**src/rtl/prod_pkg.sv**
```systemverilog
// Shared types for the dav_/rfd handshake producer: data width and FSM state encoding.
package prod_pkg;
    localparam int DATA_W = 2;

    typedef enum logic [1:0] {
        IDLE     = 2'd0,
        SETUP    = 2'd1,
        WAIT_ACK = 2'd2,
        WAIT_RDY = 2'd3
    } state_t;
endpackage

```
**src/rtl/handshake_producer_if.sv**
```systemverilog
// Host push port plus consumer-side numero/dav_/rfd handshake, bundled for the producer.
interface handshake_producer_if
    import prod_pkg::*;
#(
    parameter int DEPTH = 4
) ();
    localparam int LW = $clog2(DEPTH) + 1;

    logic [DATA_W-1:0] in_data;
    logic              in_valid;
    logic              in_ready;
    logic [DATA_W-1:0] numero;
    logic              dav_;
    logic              rfd;
    logic [LW-1:0]     level;
    logic              busy;
    logic              err;

    modport master (
        input  in_data, in_valid, rfd,
        output in_ready, numero, dav_, level, busy, err
    );

    modport slave (
        output in_data, in_valid, rfd,
        input  in_ready, numero, dav_, level, busy, err
    );
endinterface

```
**src/rtl/prod_fifo.sv**
```systemverilog
// Circular DEPTH x DATA_W FIFO; head entry is always visible on rdata, no write-to-read bypass.
module prod_fifo
    import prod_pkg::*;
#(
    parameter  int DEPTH = 4,
    localparam int AW    = $clog2(DEPTH),
    localparam int LW    = AW + 1
) (
    input  logic              clock,
    input  logic              reset,
    input  logic              push,
    input  logic              pop,
    input  logic [DATA_W-1:0] wdata,
    output logic [DATA_W-1:0] rdata,
    output logic              full,
    output logic              empty,
    output logic [LW-1:0]     level
);
    logic [DATA_W-1:0] r_mem [DEPTH];
    logic [AW-1:0]     r_wr;
    logic [AW-1:0]     r_rd;
    logic [LW-1:0]     r_level;
    logic              w_push;
    logic              w_pop;

    assign full   = (r_level == LW'(DEPTH));
    assign empty  = (r_level == '0);
    assign level  = r_level;
    assign rdata  = r_mem[r_rd];
    assign w_push = push && !full;
    assign w_pop  = pop && !empty;

    always_ff @(posedge clock) begin
        if (w_push) r_mem[r_wr] <= wdata;
    end

    // Pointers wrap naturally since DEPTH is a power of two.
    always_ff @(posedge clock) begin
        if (reset) begin
            r_wr    <= '0;
            r_rd    <= '0;
            r_level <= '0;
        end else begin
            if (w_push) r_wr <= r_wr + 1'b1;
            if (w_pop)  r_rd <= r_rd + 1'b1;
            case ({w_push, w_pop})
                2'b10:   r_level <= r_level + 1'b1;
                2'b01:   r_level <= r_level - 1'b1;
                default: r_level <= r_level;
            endcase
        end
    end
endmodule

```
**src/rtl/handshake_producer.sv**
```systemverilog
// Producer end of the dav_/rfd handshake: FIFO-buffered host values sent one per handshake.
// Optional handshake timeout with sticky err is enabled by defining PROD_TIMEOUT_EN.
module handshake_producer
    import prod_pkg::*;
#(
    parameter int DEPTH   = 4,
    parameter int TIMEOUT = 64
) (
    input  logic                  clock,
    input  logic                  reset,
    handshake_producer_if.master  bus
);
    localparam int LW = $clog2(DEPTH) + 1;

    if (DEPTH < 2 || (DEPTH & (DEPTH - 1)) != 0 || TIMEOUT < 2) begin : g_bad_cfg
        $error("handshake_producer: DEPTH must be a power of 2 >= 2 and TIMEOUT >= 2");
    end

    state_t            r_state, w_state_n;
    logic [DATA_W-1:0] r_numero, w_numero_n;
    logic              r_dav_, w_dav_n;
    logic              w_pop;
    logic              w_tmo;
    logic [DATA_W-1:0] w_head;
    logic              w_full;
    logic              w_empty;
    logic [LW-1:0]     w_level;

    prod_fifo #(.DEPTH(DEPTH)) u_fifo (
        .clock (clock),
        .reset (reset),
        .push  (bus.in_valid),
        .pop   (w_pop),
        .wdata (bus.in_data),
        .rdata (w_head),
        .full  (w_full),
        .empty (w_empty),
        .level (w_level)
    );

`ifdef PROD_TIMEOUT_EN
    localparam int CNT_W = $clog2(TIMEOUT);
    logic [CNT_W-1:0] r_cnt;
    logic             r_err;
    logic             w_waiting;

    assign w_waiting = (r_state == WAIT_ACK) || (r_state == WAIT_RDY);
    assign w_tmo     = w_waiting && (r_cnt == CNT_W'(TIMEOUT - 1));

    // Counter restarts on every state change, so each wait state gets its own budget.
    always_ff @(posedge clock) begin
        if (reset) begin
            r_cnt <= '0;
            r_err <= 1'b0;
        end else begin
            if (w_waiting && (w_state_n == r_state)) r_cnt <= r_cnt + 1'b1;
            else                                     r_cnt <= '0;
            if (w_tmo) r_err <= 1'b1;
        end
    end

    assign bus.err = r_err;
`else
    assign w_tmo   = 1'b0;
    assign bus.err = 1'b0;
`endif

    always_ff @(posedge clock) begin
        if (reset) begin
            r_state  <= IDLE;
            r_numero <= '0;
            r_dav_   <= 1'b1;
        end else begin
            r_state  <= w_state_n;
            r_numero <= w_numero_n;
            r_dav_   <= w_dav_n;
        end
    end

    always_comb begin
        w_state_n  = r_state;
        w_numero_n = r_numero;
        w_dav_n    = r_dav_;
        w_pop      = 1'b0;
        case (r_state)
            IDLE: begin
                w_dav_n = 1'b1;
                if (!w_empty && bus.rfd) begin
                    w_pop      = 1'b1;
                    w_numero_n = w_head;
                    w_state_n  = SETUP;
                end
            end
            // numero was loaded last cycle; dav_ falls only now so data leads strobe.
            SETUP: begin
                w_dav_n   = 1'b0;
                w_state_n = WAIT_ACK;
            end
            WAIT_ACK: begin
                if (w_tmo) begin
                    w_dav_n   = 1'b1;
                    w_state_n = IDLE;
                end else if (!bus.rfd) begin
                    w_dav_n   = 1'b1;
                    w_state_n = WAIT_RDY;
                end
            end
            WAIT_RDY: begin
                if (w_tmo || bus.rfd) w_state_n = IDLE;
            end
            default: begin
                w_dav_n   = 1'b1;
                w_state_n = IDLE;
            end
        endcase
    end

    assign bus.in_ready = !w_full;
    assign bus.numero   = r_numero;
    assign bus.dav_     = r_dav_;
    assign bus.level    = w_level;
    assign bus.busy     = (r_state != IDLE);
endmodule

```
**src/flat_wrapper.sv**
```systemverilog
// flat-port wrapper written by rule: the top's interface ports become plain ports
module handshake_producer_flat import prod_pkg::*;
#(
    parameter int DEPTH   = 4,
    parameter int TIMEOUT = 64
)
  (clock, reset, bus_in_data, bus_in_valid, bus_rfd, bus_in_ready, bus_numero, bus_dav_, bus_level, bus_busy, bus_err);
  handshake_producer_if #(.DEPTH(DEPTH)) bus_i ();
  input  logic clock;
  input  logic reset;
  input wire logic [$bits(bus_i.in_data)-1:0] bus_in_data;
  input wire logic [$bits(bus_i.in_valid)-1:0] bus_in_valid;
  input wire logic [$bits(bus_i.rfd)-1:0] bus_rfd;
  output wire logic [$bits(bus_i.in_ready)-1:0] bus_in_ready;
  output wire logic [$bits(bus_i.numero)-1:0] bus_numero;
  output wire logic [$bits(bus_i.dav_)-1:0] bus_dav_;
  output wire logic [$bits(bus_i.level)-1:0] bus_level;
  output wire logic [$bits(bus_i.busy)-1:0] bus_busy;
  output wire logic [$bits(bus_i.err)-1:0] bus_err;
  assign bus_i.in_data = bus_in_data;
  assign bus_i.in_valid = bus_in_valid;
  assign bus_i.rfd = bus_rfd;
  assign bus_in_ready = bus_i.in_ready;
  assign bus_numero = bus_i.numero;
  assign bus_dav_ = bus_i.dav_;
  assign bus_level = bus_i.level;
  assign bus_busy = bus_i.busy;
  assign bus_err = bus_i.err;
  handshake_producer #(.DEPTH(DEPTH), .TIMEOUT(TIMEOUT)) u_core (.clock(clock), .reset(reset), .bus(bus_i));
endmodule
```
**config.mk**
```make
export PLATFORM = sky130hd
export DESIGN_NAME = handshake_producer_flat
export DESIGN_NICKNAME = d
export VERILOG_FILES = /design/src/rtl/prod_pkg.sv /design/src/rtl/handshake_producer_if.sv /design/src/rtl/prod_fifo.sv /design/src/rtl/handshake_producer.sv /design/src/flat_wrapper.sv
export SDC_FILE = /design/constraint.sdc
export NUM_CORES = 1
export LEC_CHECK = 0
export ABC_CLOCK_PERIOD_IN_PS = 2380
export BUFFER_PORTS_ARGS = -buffer_cell sky130_fd_sc_hd__buf_2
export CAP_MARGIN = 20
export CORE_MARGIN = 8
export CORE_UTILIZATION = 49
export CTS_CLUSTER_SIZE = 40
export DETAILED_ROUTE_END_ITERATION = 10
export GPL_TIMING_DRIVEN = 0
export MAX_ROUTING_LAYER = met4
export PLACE_DENSITY_LB_ADDON = 0.08
export SLEW_MARGIN = 20
export SYNTH_ARGS = -nofsm -noshare
export SYNTH_HDL_FRONTEND = slang
export SYNTH_SLANG_ARGS = --single-unit
```
**constraint.sdc**
```tcl
create_clock -name clock -period 2.38 [get_ports clock]
set_clock_uncertainty 0.2 [all_clocks]
set_input_delay 0.238 -clock clock [delete_from_list [all_inputs] [get_ports clock]]
set_output_delay 0.238 -clock clock [all_outputs]
set_load 0.02 [all_outputs]
```
* After elaboration in Yosys (flattened, before gate mapping)
Memories as Yosys holds them, arrays and structs flattened. A register that Yosys moved wholly into a read port is not among the register bits. Cells that the tools add are included.
Word-level totals: register bits after elaboration 10, bits in writable memories 8, input bits 6, output and inout port bits 9, logic and storage cells 43, memories 1
Cells by class: $add $sub $neg 4, eq/ne operators 9, muxes and demuxes 11, reduce and logical (&&, ||, !) cells 13
Memories:
- u_core.u_fifo.r_mem | depth 4, width 2, read ports 1, clocked after memory_dff 1, write ports 1, RTL line prod_fifo.sv:19 | logic [DATA_W-1:0] r_mem [DEPTH];
Operators by type and width (count):
- $pmux 2 s4 | 1
- $eq 2x2->1 const B | 3
- $mux 2 | 3
- $pmux 3 s2 | 1
- $mux 1 | 5
- $add 2x1->2 const B | 2
- $eq 2x1->1 const B | 2
- $ne 2x2->1 const B | 2
- $reduce_and 2->1 | 2
- $reduce_bool 2->1 | 2
- $add 3x1->3 const B | 1
- $eq 3x3->1 const B | 1
- $logic_and 1x1->1 | 3
- $logic_not 3->1 | 1
- $pmux 1 s3 | 1
- $reduce_and 3->1 | 1
- $reduce_bool 3->1 | 1
- $sub 3x1->3 const B | 1
- $logic_not 1->1 | 2
- $logic_not 2->1 | 1
- $ne 2x1->1 const B | 1

* Depth between registers and ports, before layout
Gate-level depths: netlist of run 1.
depth after elaboration 8, gate-level depth with buffers 10, mapped depth without buffers 10

* Modules after synthesis
A second synthesis of run 1 with hierarchy kept.
Second synthesis, totals: cells, all modules 97, area, all modules 1088.5 µm²
By module, submodules not included:
- prod_fifo | times used 1, cells an instance 64, area an instance 770.7 µm², sequential area each 420.4 µm²
- handshake_producer | times used 1, cells an instance 33, area an instance 317.8 µm², sequential area each 100.1 µm²

* Worst setup path before layout of run 1
No wires, ideal clock.
path kind reg2reg, start register u_core.u_fifo.r_level[2], in the netlist u_core.u_fifo.level[2], end register u_core.u_fifo.r_level[2], in the netlist u_core.u_fifo.level[2], setup time 0.071 ns, arrival time 2.266 ns, required time 2.109 ns, slack -0.157 ns, stages on the path, launching flop included 10, buffers on the path 1, period minus slack after synthesis 2.537 ns, cells stage by stage dfxtp_1 -> or3b_1 -> buf_2 -> nand2_1 -> ha_1 -> inv_1 -> fa_1 -> xor2_1 -> or3_1 -> a21oi_1
On the way: elaborated cells on any way between the ends 15, classes of those cells add/sub: 2; eq/ne: 3; mux: 3; reduce/logical: 7
RTL lines:
- start: declaration | RTL line prod_fifo.sv:22 | logic [LW-1:0] r_level;
- start signal: assignment | RTL line prod_fifo.sv:47 | 2'b10: r_level <= r_level + 1'b1;
- start signal: assignment | RTL line prod_fifo.sv:48 | 2'b01: r_level <= r_level - 1'b1;
- start signal: assignment | RTL line prod_fifo.sv:49 | default: r_level <= r_level;
- $eq 3x3->1 (*) | RTL line prod_fifo.sv:26 | assign full = (r_level == LW'(DEPTH));
- $logic_not 1->1 (*)
- named net bus_in_ready | RTL line flat_wrapper.sv:14 | output wire logic [$bits(bus_i.in_ready)-1:0] bus_in_ready;
- $logic_and 1x1->1 (*) | RTL line prod_fifo.sv:30 | assign w_push = push && !full;
- $eq 2x1->1 or $eq 2x2->1 (tied branches) | RTL line prod_fifo.sv:46 | case ({w_push, w_pop})
- $pmux 3 s2 or $reduce_bool 2->1 (tied branches)
The timed path passes the listed nets; every way through them passes the cells marked *. A chain may end at the register's enable or synchronous reset.

* Worst setup path after layout of run 1
start register u_core.u_fifo.r_level[0], in the netlist u_core.u_fifo.level[0], end register u_core.u_fifo.r_level[2], in the netlist u_core.u_fifo.level[2]
On the way: longest elaborated chain between the ends 8, elaborated cells on any way between the ends 15, classes of those cells add/sub: 2; eq/ne: 3; mux: 3; reduce/logical: 7
RTL lines:
- $logic_not 3->1 | RTL line prod_fifo.sv:27 | assign empty = (r_level == '0);
- $logic_not 1->1 | RTL line prod_fifo.sv:31, handshake_producer.sv:88
- $logic_and 1x1->1 | RTL line handshake_producer.sv:88 | if (!w_empty && bus.rfd) begin
- $mux 1 | RTL line handshake_producer.sv:88
- $mux 1 | RTL line handshake_producer.sv:85 | case (r_state)
- $logic_and 1x1->1 | RTL line prod_fifo.sv:31 | assign w_pop = pop && !empty;
- $eq 2x1->1 or $eq 2x2->1 (tied branches) | RTL line prod_fifo.sv:46
- $pmux 3 s2 or $reduce_bool 2->1 (tied branches)
Several ways; a longest one is shown, not always the timed one.

==> results of run 1 <==
[cells by family (layout without fill, tap and decap cells)]
family	Yosys count	in the layout	share of synthesized area
flip-flops	20	20	0.477
adder cells (fa/ha/maj)	11	11	0.144
AO/OA/AOI/OAI	18	18	0.119
other	1	1	0.00372
XOR/XNOR	2	2	0.0174
buffers and inverters	15	38	0.0609
AND/OR/NAND/NOR	24	24	0.113
multiplexers	4	4	0.0646
[what timing repair did]
item,in CTS,in global routing
buffers inserted,4,2
resized for setup,5,3
setup endpoints to repair,2,1
endpoints found under the hold margin,8,0
hold buffers,2,0
pin swaps,1,2
[worst paths after layout]
path	start	to	slack [ns]	cells after the start
max	u_core.u_fifo.level[0]$_SDFFE_PP0P_	u_core.u_fifo.level[2]$_SDFFE_PP0P_	0.04	9
min	bus_in_valid	u_core.u_fifo.r_wr[1]$_SDFFE_PP0P_	0.11	3
max reg2reg	u_core.u_fifo.level[0]$_SDFFE_PP0P_	u_core.u_fifo.level[2]$_SDFFE_PP0P_	0.04	9
min reg2reg	u_core.bus.numero[0]$_SDFFE_PP0N_	u_core.bus.numero[0]$_SDFFE_PP0N_	0.26	2
[layout make-up]
class,count,share of cell area
Sequential cell,20,0.392
Clock inverter,1,0.0238
Inverter,11,0.0327
Buffer,4,0.0208
Timing Repair Buffer,19,0.0952
Clock buffer,3,0.0179
Multi-Input combinational cell,60,0.391
Tap cell,27,0.0268
[state kept, by name, summed over array words and instances, names as in the netlist]
signal / flops
u_core.u_fifo.r_rd: 2
u_core.r_state: 2
u_core.bus.numero: 2
u_core.u_fifo.r_wr: 2
u_core.bus.dav_: 1
u_core.u_fifo.r_mem: 8
u_core.u_fifo.level: 3
[cells in the mapped netlist]
master and n:
fa_1 1, o21ai_0 3, mux2i_1 2, xor2_1 2
a21oi_1 8, o311ai_2 1, mux4_2 2, edfxtp_1 8
o21ba_2 1, a221oi_1 1, o211ai_1 1, or3_1 2
ha_1 10, nor2_1 3, nand2_1 11, a21o_1 3
dfxtp_1 12, and3_1 4, inv_1 11, buf_4 1
or3b_1 1, buf_2 1, clkbuf_1 1, nand3_1 2
nor3_1 1, buf_1 1, conb_1 1
[layout by cell type (no fill, tap or decap), types with 2 or more instances in the layout]
cell	count
a21o_1	3
a21oi_1	8
and3_1	4
buf_2	11
buf_4	7
clkbuf_4	3
dfxtp_1	7
dfxtp_2	2
dfxtp_4	3
dlygate4sd3_1	2
edfxtp_1	8
ha_1	8
inv_1	8
inv_2	3
mux2i_1	2
mux4_2	2
nand2_1	11
nand3_1	2
nor2_1	3
o21ai_0	3
or3_1	2
xor2_1	2
[power by group]
| group | internal, W | switching [W] |
|---|---|---|
| registers | 0.000441 | 0.0000484 |
| clock network | 0.000170 | 0.000105 |
| logic | 0.000270 | 0.000321 |
[critical path, cell delays in order (launching register included)]
cell     delay [ns]
dfxtp_4        0.36
or3b_1         0.38
buf_6          0.14
nand2_1        0.06
ha_2           0.17
inv_1          0.05
fa_2           0.32
xor2_1         0.15
or3_1          0.30
a21oi_1        0.13
[metal layers]
metal  global-route usage  up-vias  routed length (um)
met1                0.118      334                 781
met2                0.201       13                 889
met5                    -        -                   0
met4               0.0487        0                  23
li1                     -      370                   -
met3               0.0313        4                  77
[through the flow]
stage               utilization  power, W
finish                    0.649   0.00136
global route              0.649   0.00147
CTS                       0.640   0.00136
detailed placement        0.576   0.00100
global placement          0.576  0.000985
floorplan                     -  0.000880
==> flow_summary.toml, run 1 <==
[timing]
period_needed_ns = 2.34
setup_slack_ns = 0.0415
fmax_mhz = 428
rsz0062_at_grt = "yes"
finalHoldViolCount = 0
hold_ws_ns = 0.109
fin_crit_sh = 0.983
slew_violations = 0
tns_ns = 0
setup_viol = 0

[place]
dp_slack_ns = -0.136
port-buffer-count = 11
hpwl_mm = 1.26
routabilityCongestion = 0.705
post-place-cells = 133
post_dp_cell_area_sq_um = 1120

[grt]
antenna_found_initial = 0
grt_overflow_total = 0
grt_pass1_vias = 703
grt_pass1_wl_mm = 3.06
grt.total_usage = 0.115
grt_max_degree = 13

[synth]
yosysSeqAreaShare = 0.477
synth_cells = 95
ys_warn_count = 0
synth.avg_cell_area_sq_um = 10.6
synth_top_area_share = 0.239
synth_nets = 112
post_synth_num_cell_types = 27
synth_area_sq_um = 1010
yosys.area.top_type = "dfxtp_1"
synth_seq_cells = 20
synth_area_leaders = "dfxtp_1 (24%), edfxtp_1 (24%), ha_1 (12%), mux4_2 (4.5%), inv_1 (4.1%)"

[final_layout]
synthToLayoutAreaGrowth_pct = 25.2
stdcell_area_sq_um = 1260
final.fill_count = 179
drive_above_1_share = 0.322
multiInputGateArea_sq_um = 493
finalNonFillerCells = 145
diodes = 0
seq_area_sq_um = 494
nets = 136

[route]
routed_wl_mm = 1.77
via_per_inst = 4.97
ant_nets = 0
first_pass_iters = 4
drt_iter0_drc = 6
via_count = 721
drc = 0
wl_per_cell_um = 12.2

[clock_tree]
htree_levels = 1
insertion_delay_ns = 0.30
cts_root_buf = "clkbuf_4"
clockBufferDepth = 2
clkTransAtPathRegs_ns = 0.11
numCtsBuffers = 3
cts_tree = "done"
clkSinkCount = 20

[worst_setup_path]
critPathLaunchType = "register"
worst-path-max-fanout = 5
worstSetupEndpointType = "register"
cp_data_required_time_ns = 2.41
arrival_ns = 2.37
critPathKind = "register to register"

[die]
die_x_um = 61.3
die-area_sq_um = 3760
initial_core_util = 0.519
io_pins = 15
rows = 16
die_y_um = 61.3
core_sq_um = 1940

[power]
peakVddDrop_v = 0.000666
p_per_area_nw_per_um2 = 1080
p_leak_nw = 0.534

[job]
cap_violations = 0

[min_path]
hold_path_class = "input port to register"

[outcome]
outcome = "finished, final reports clean"
Power figures use the tool's default switching activity.
==> inputs of run 2 (changes only) <==
- ABC_CLOCK_PERIOD_IN_PS: 2380 -> 2000
- clock period: 2.38 -> 2 ns (I/O delays scaled with it)
==> run 2 against run 1 <==
  * The flow now finishes with violations (negative setup slack)
  * Via count fell by 1.9%
  * Final cell count did not move
  * Register-to-register slack got worse by 0.25 ns
  * Critical path depth fell by 1
  * Flip-flop and latch count did not move
  * Sequential power rose by 19%
  * Highest routed layer unchanged
==> flow_summary.toml, run 2 (same netlist as run 1, synthesis figures left out) <==
[place]
port-buffer-count = 11
dp_slack_ns = -0.528
routabilityCongestion = 0.747
hpwl_mm = 1.27
post-place-cells = 133
post_dp_cell_area_sq_um = 1140

[final_layout]
finalNonFillerCells = 145
final.fill_count = 160
drive_above_1_share = 0.347
top_register = "u_core.u_fifo.r_mem"
nets = 136
final_common_cell = "buf_2"
synthToLayoutAreaGrowth_pct = 24.7
final_cell_mix = "buf_2 (11), nand2_1 (10)"
largest_reg_flops = 8
stdcell_area_sq_um = 1260
diodes = 0

[clock_tree]
clkTransAtPathRegs_ns = 0.11
clkSinkCount = 20
clockBufferDepth = 2
numCtsBuffers = 3
insertion_delay_ns = 0.29
htree_levels = 1
cts_root_buf = "clkbuf_4"
cts_tree = "done"

[outcome]
violations = "negative setup slack"
outcome = "finished with violations"

[die]
core_sq_um = 1940
die-area_sq_um = 3760
io_pins = 15
die_x_um = 61.3
rows = 16
initial_core_util = 0.519
die_y_um = 61.3

[min_path]
hold_path_class = "input port to register"

[grt]
grt_max_degree = 12
antenna_found_initial = 0
grt.total_usage = 0.113
grt_pass1_wl_mm = 3.06
grt_overflow_total = 0
grt_pass1_vias = 702

[timing]
rsz0062_at_grt = "yes"
period_needed_ns = 2.21
fin_crit_sh = 1.11
fmax_mhz = 452
slew_violations = 0
setup_slack_ns = -0.213
setup_viol = 2
finalHoldViolCount = 0

[route]
routed_wl_mm = 1.79
drc = 0
wl_per_cell_um = 12.4
via_per_inst = 4.88
drt_iter0_drc = 11
first_pass_iters = 4
ant_nets = 0
via_count = 707

[worst_setup_path]
cp_data_required_time_ns = 2.03
critPathKind = "register to register"
arrival_ns = 2.24
critPathLaunchType = "register"
worstSetupEndpointType = "register"
worst-path-max-fanout = 2

[power]
p_leak_nw = 0.527
p_per_area_nw_per_um2 = 1230
power.total_w = 0.00154
peakVddDrop_v = 0.000898

[job]
cap_violations = 0
run 2: worst paths after layout:
path,startpoint,to,slack [ns],cells after the start
hold / removal,reset,u_core.u_fifo.level[1]$_SDFFE_PP0P_,0.09,2
setup / recovery,u_core.u_fifo.level[0]$_SDFFE_PP0P_,u_core.u_fifo.level[2]$_SDFFE_PP0P_,-0.21,8
setup reg to reg,u_core.u_fifo.level[0]$_SDFFE_PP0P_,u_core.u_fifo.level[2]$_SDFFE_PP0P_,-0.21,8
hold reg to reg,u_core.bus.numero[1]$_SDFFE_PP0N_,u_core.bus.numero[1]$_SDFFE_PP0N_,0.26,2
run 2: final cells by class:
class | instances | area (sq um) | area share
repair buffers | 20 | 128 | 0.102
well taps | 27 | 33.8 | 0.0269
clock inverters | 1 | 3.75 | 0.00299
flip-flops and latches | 20 | 494 | 0.393
multi-input cells | 60 | 515 | 0.410
inverters | 11 | 43.8 | 0.0349
plain buffers | 3 | 15.0 | 0.0120
clock buffers | 3 | 22.5 | 0.0179
run 2: metal layers:
layer  vias to the layer above  routed length [um]  GRT usage
li1                        368                   -          -
met1                       328                 864      0.132
met2                         9                 841      0.182
met3                         2                  71     0.0271
met4                         0                  15     0.0487
met5                         -                   0          -
run 2: per-stage QoR:
| stage | hold WS, ns | utilization | TNS [ns] |
|---|---|---|---|
| floorplan | 0.0989 | - | -0.435 |
| global route | 0.100 | 0.647 | -0.447 |
| detailed placement | 0.230 | 0.585 | -0.887 |
| global placement | 0.227 | 0.585 | -0.749 |
| finish | 0.0917 | 0.647 | -0.263 |
| CTS | 0.0849 | 0.648 | -0.453 |
run 2: timing repair:
| item | in CTS | in global routing |
|---|---|---|
| hold endpoints to repair | 8 | 0 |
| endpoints found under the setup margin | 3 | 2 |
| pin swaps | 2 | 2 |
| buffers inserted | 7 | 0 |
| hold buffers | 2 | 0 |
| gates resized for setup | 6 | 5 |
run 2: report_power, final:
group	internal, W	total, W	switching [W]
Sequential	0.000525	0.000583	0.0000585
Combinational	0.000359	0.000766	0.000407
Clock	0.0000725	0.000195	0.000122
Total	0.000957	0.00154	0.000588
run 2: critical path: stages (launching register included):
cell     delay, ns
dfxtp_4       0.36
or3b_4        0.41
nand2_4       0.09
ha_4          0.13
inv_2         0.04
fa_2          0.34
xor2_1        0.15
or3_1         0.31
a21oi_1       0.12
==> inputs of run 3 (changes only) <==
- ABC_AREA: not set -> 1
- ABC_CLOCK_PERIOD_IN_PS: 2000 -> not set
==> run 3 against run 2 <==
  * The run now ends clean
  * Utilization shrank 1.6 points
  * Die area grew 4.5%
  * Sequential share of layout area decreased by 3.1 points
  * Synthesized cell count is 27% higher
  * Global-route usage fell by 1.8 points
  * Critical path depth grew 4
  * Count of clock-buffer cells in the layout did not move
  * Routed wire length shrank 0.89%
  * Register-to-register slack gained 0.33 ns
==> flow_summary.toml, run 3 <==
[synth]
synth_edf_count = 8
post_synth_num_cell_types = 23
synth_area_leaders = "dfxtp_1 (22%), edfxtp_1 (22%), ha_1 (12%), nor2_1 (6.0%), inv_1 (5.6%)"
ys_warn_count = 0
yosysSeqAreaShare = 0.450
synth_nets = 138
yosys-top-cells-count = "nor2_1 (17), inv_1 (16), dfxtp_1 (12)"
synth.avg_cell_area_sq_um = 8.83
synth_cells = 121
synth.most_common_cell = "nor2_1"
synth_area_sq_um = 1070
synth_top_area_share = 0.225
synthFlopType = "dfxtp_1"
yosys.area.top_type = "dfxtp_1"
async_flop_share = 0
synth_seq_cells = 20

[route]
ant_nets = 0
drt_iter0_drc = 20
via_count = 785
first_pass_iters = 2
wl_per_cell_um = 10.1
drc = 0
via_per_inst = 4.46
routed_wl_mm = 1.78

[outcome]
outcome = "finished, final reports clean"

[min_path]
hold_path_class = "input port to register"

[final_layout]
largest_reg_flops = 8
stdcell_area_sq_um = 1340
diodes = 0
final_cell_mix = "nor2_1 (17), inv_1 (13), buf_2 (13)"
drive_above_1_share = 0.405
final_common_cell = "nor2_1"
synthToLayoutAreaGrowth_pct = 25.5
top_register = "u_core.u_fifo.r_mem"
nets = 166

[worst_setup_path]
cp_data_required_time_ns = 2.04
worstSetupEndpointType = "register"
cp_top_family = "adder cells"
critPathLaunchType = "register"
critPathKind = "register to register"
worst-path-max-fanout = 3
crit_path_top_delay_cell = "fa_2"
crit_chain = "inv_4, ha_4, nand3_4, clkinv_4, ha_4, inv_2, fa_2, inv_2, nand2_2, nand3_2, o21ai_1, a21oi_1"
critPathBufInv = 4
slowest_delay_ns = 0.38
arrival_ns = 1.92

[timing]
slew_violations = 0
fmax_mhz = 530
rsz0062_at_grt = "yes"
period_needed_ns = 1.89
setup_viol = 0
fin_crit_sh = 0.943
tns_ns = 0
finalHoldViolCount = 0

[place]
port-buffer-count = 13
post_dp_cell_area_sq_um = 1190
hpwl_mm = 1.34
routabilityCongestion = 0.869

[job]
cap_violations = 0

[clock_tree]
numCtsBuffers = 3
clkTransAtPathRegs_ns = 0.11
cts_tree = "done"
cts_root_buf = "clkbuf_4"
htree_levels = 1
clockBufferDepth = 2
insertion_delay_ns = 0.30
clkSinkCount = 20

[die]
die_x_um = 62.7
core_sq_um = 2130
io_pins = 15
rows = 17
die-area_sq_um = 3930
initial_core_util = 0.502
die_y_um = 62.7

[power]
peakVddDrop_v = 0.000813
p_per_area_nw_per_um2 = 1200
p_leak_nw = 0.597

[grt]
antenna_found_initial = 0
grt_pass1_wl_mm = 2.97
grt_max_degree = 12
grt_pass1_vias = 719
grt.total_usage = 0.0956
grt_overflow_total = 0
==> run 3: metal layers <==
metal  global-route usage  up-vias  wire [um]
met5                    -        -          0
met4               0.0598        0         40
met3               0.0358        4         97
met2                0.153       12        855
met1               0.0974      334        785
li1                     -      435          -
==> run 3: layout make-up <==
class	instances	area (sq um)
buffer	2	15.0
clock buffer	3	22.5
clock inverter	1	3.75
fill	192	786
inverter	22	92.6
multi-input combinational	77	538
sequential	20	487
tap	28	35.0
timing repair buffer	23	148
==> run 3: metrics by stage <==
stage	power (W)	setup slack [ns]	cells	hold WS [ns]	util
finish	0.00161	0.113	176	0.0751	0.631
global route	0.00175	-0.00187	176	0.0897	0.631
CTS	0.00157	0.0164	173	0.0155	0.604
detailed placement	0.00132	-0.131	162	0.221	0.560
global placement	0.00129	-0.114	162	0.223	0.560
floorplan	0.00115	0.00500	121	0.0624	-
==> run 3: repair_timing <==
item,4_1_cts,5_1_grt
hold buffers,3,0
setup endpoints to repair,1,1
resized for setup,5,11
buffers inserted,4,3
gates cloned,0,0
endpoints found under the hold margin,11,0
pin swaps,1,6
==> run 3: final timing paths <==
kind                                        from  slack (ns)  depth (start not counted)                             endpoint
setup / recovery  u_core.r_state[0]$_SDFFE_PP0P_        0.11                         12  u_core.u_fifo.level[2]$_SDFFE_PP0P_
hold / removal                      bus_in_valid        0.08                          4   u_core.u_fifo.r_wr[1]$_SDFFE_PP0P_
setup reg to reg  u_core.r_state[0]$_SDFFE_PP0P_        0.11                         12  u_core.u_fifo.level[2]$_SDFFE_PP0P_
hold reg to reg     u_core.bus.dav_$_SDFFE_PP1P_        0.29                          2         u_core.bus.dav_$_SDFFE_PP1P_
==> run 3: where the power goes <==
part	leakage [nW]	total [W]	internal [W]	switching (W)
Sequential	0.174	0.000591	0.000524	0.0000669
Combinational	0.407	0.000830	0.000344	0.000485
Clock	0.0154	0.000193	0.0000727	0.000121
==> run 3: kinds of logic (layout without fill, tap and decap cells) <==
logic type | Yosys count | after routing | synth area share
buffers and inverters | 24 | 51 | 0.0937
other | 1 | 1 | 0.00351
flip-flops | 20 | 20 | 0.450
AO/OA/AOI/OAI | 23 | 23 | 0.130
XOR/XNOR | 1 | 1 | 0.00820
AND/OR/NAND/NOR | 41 | 41 | 0.179
adder cells (fa/ha/maj) | 11 | 11 | 0.136
==> run 3: worst register-to-register path, stage by stage (launching register included) <==
cell and delay [ns]:
dfxtp_2 0.35, inv_4 0.07, ha_4 0.15, nand3_4 0.08
clkinv_4 0.07, ha_4 0.13, inv_2 0.05, fa_2 0.38
inv_2 0.07, nand2_2 0.05, nand3_2 0.07, o21ai_1 0.07
a21oi_1 0.10
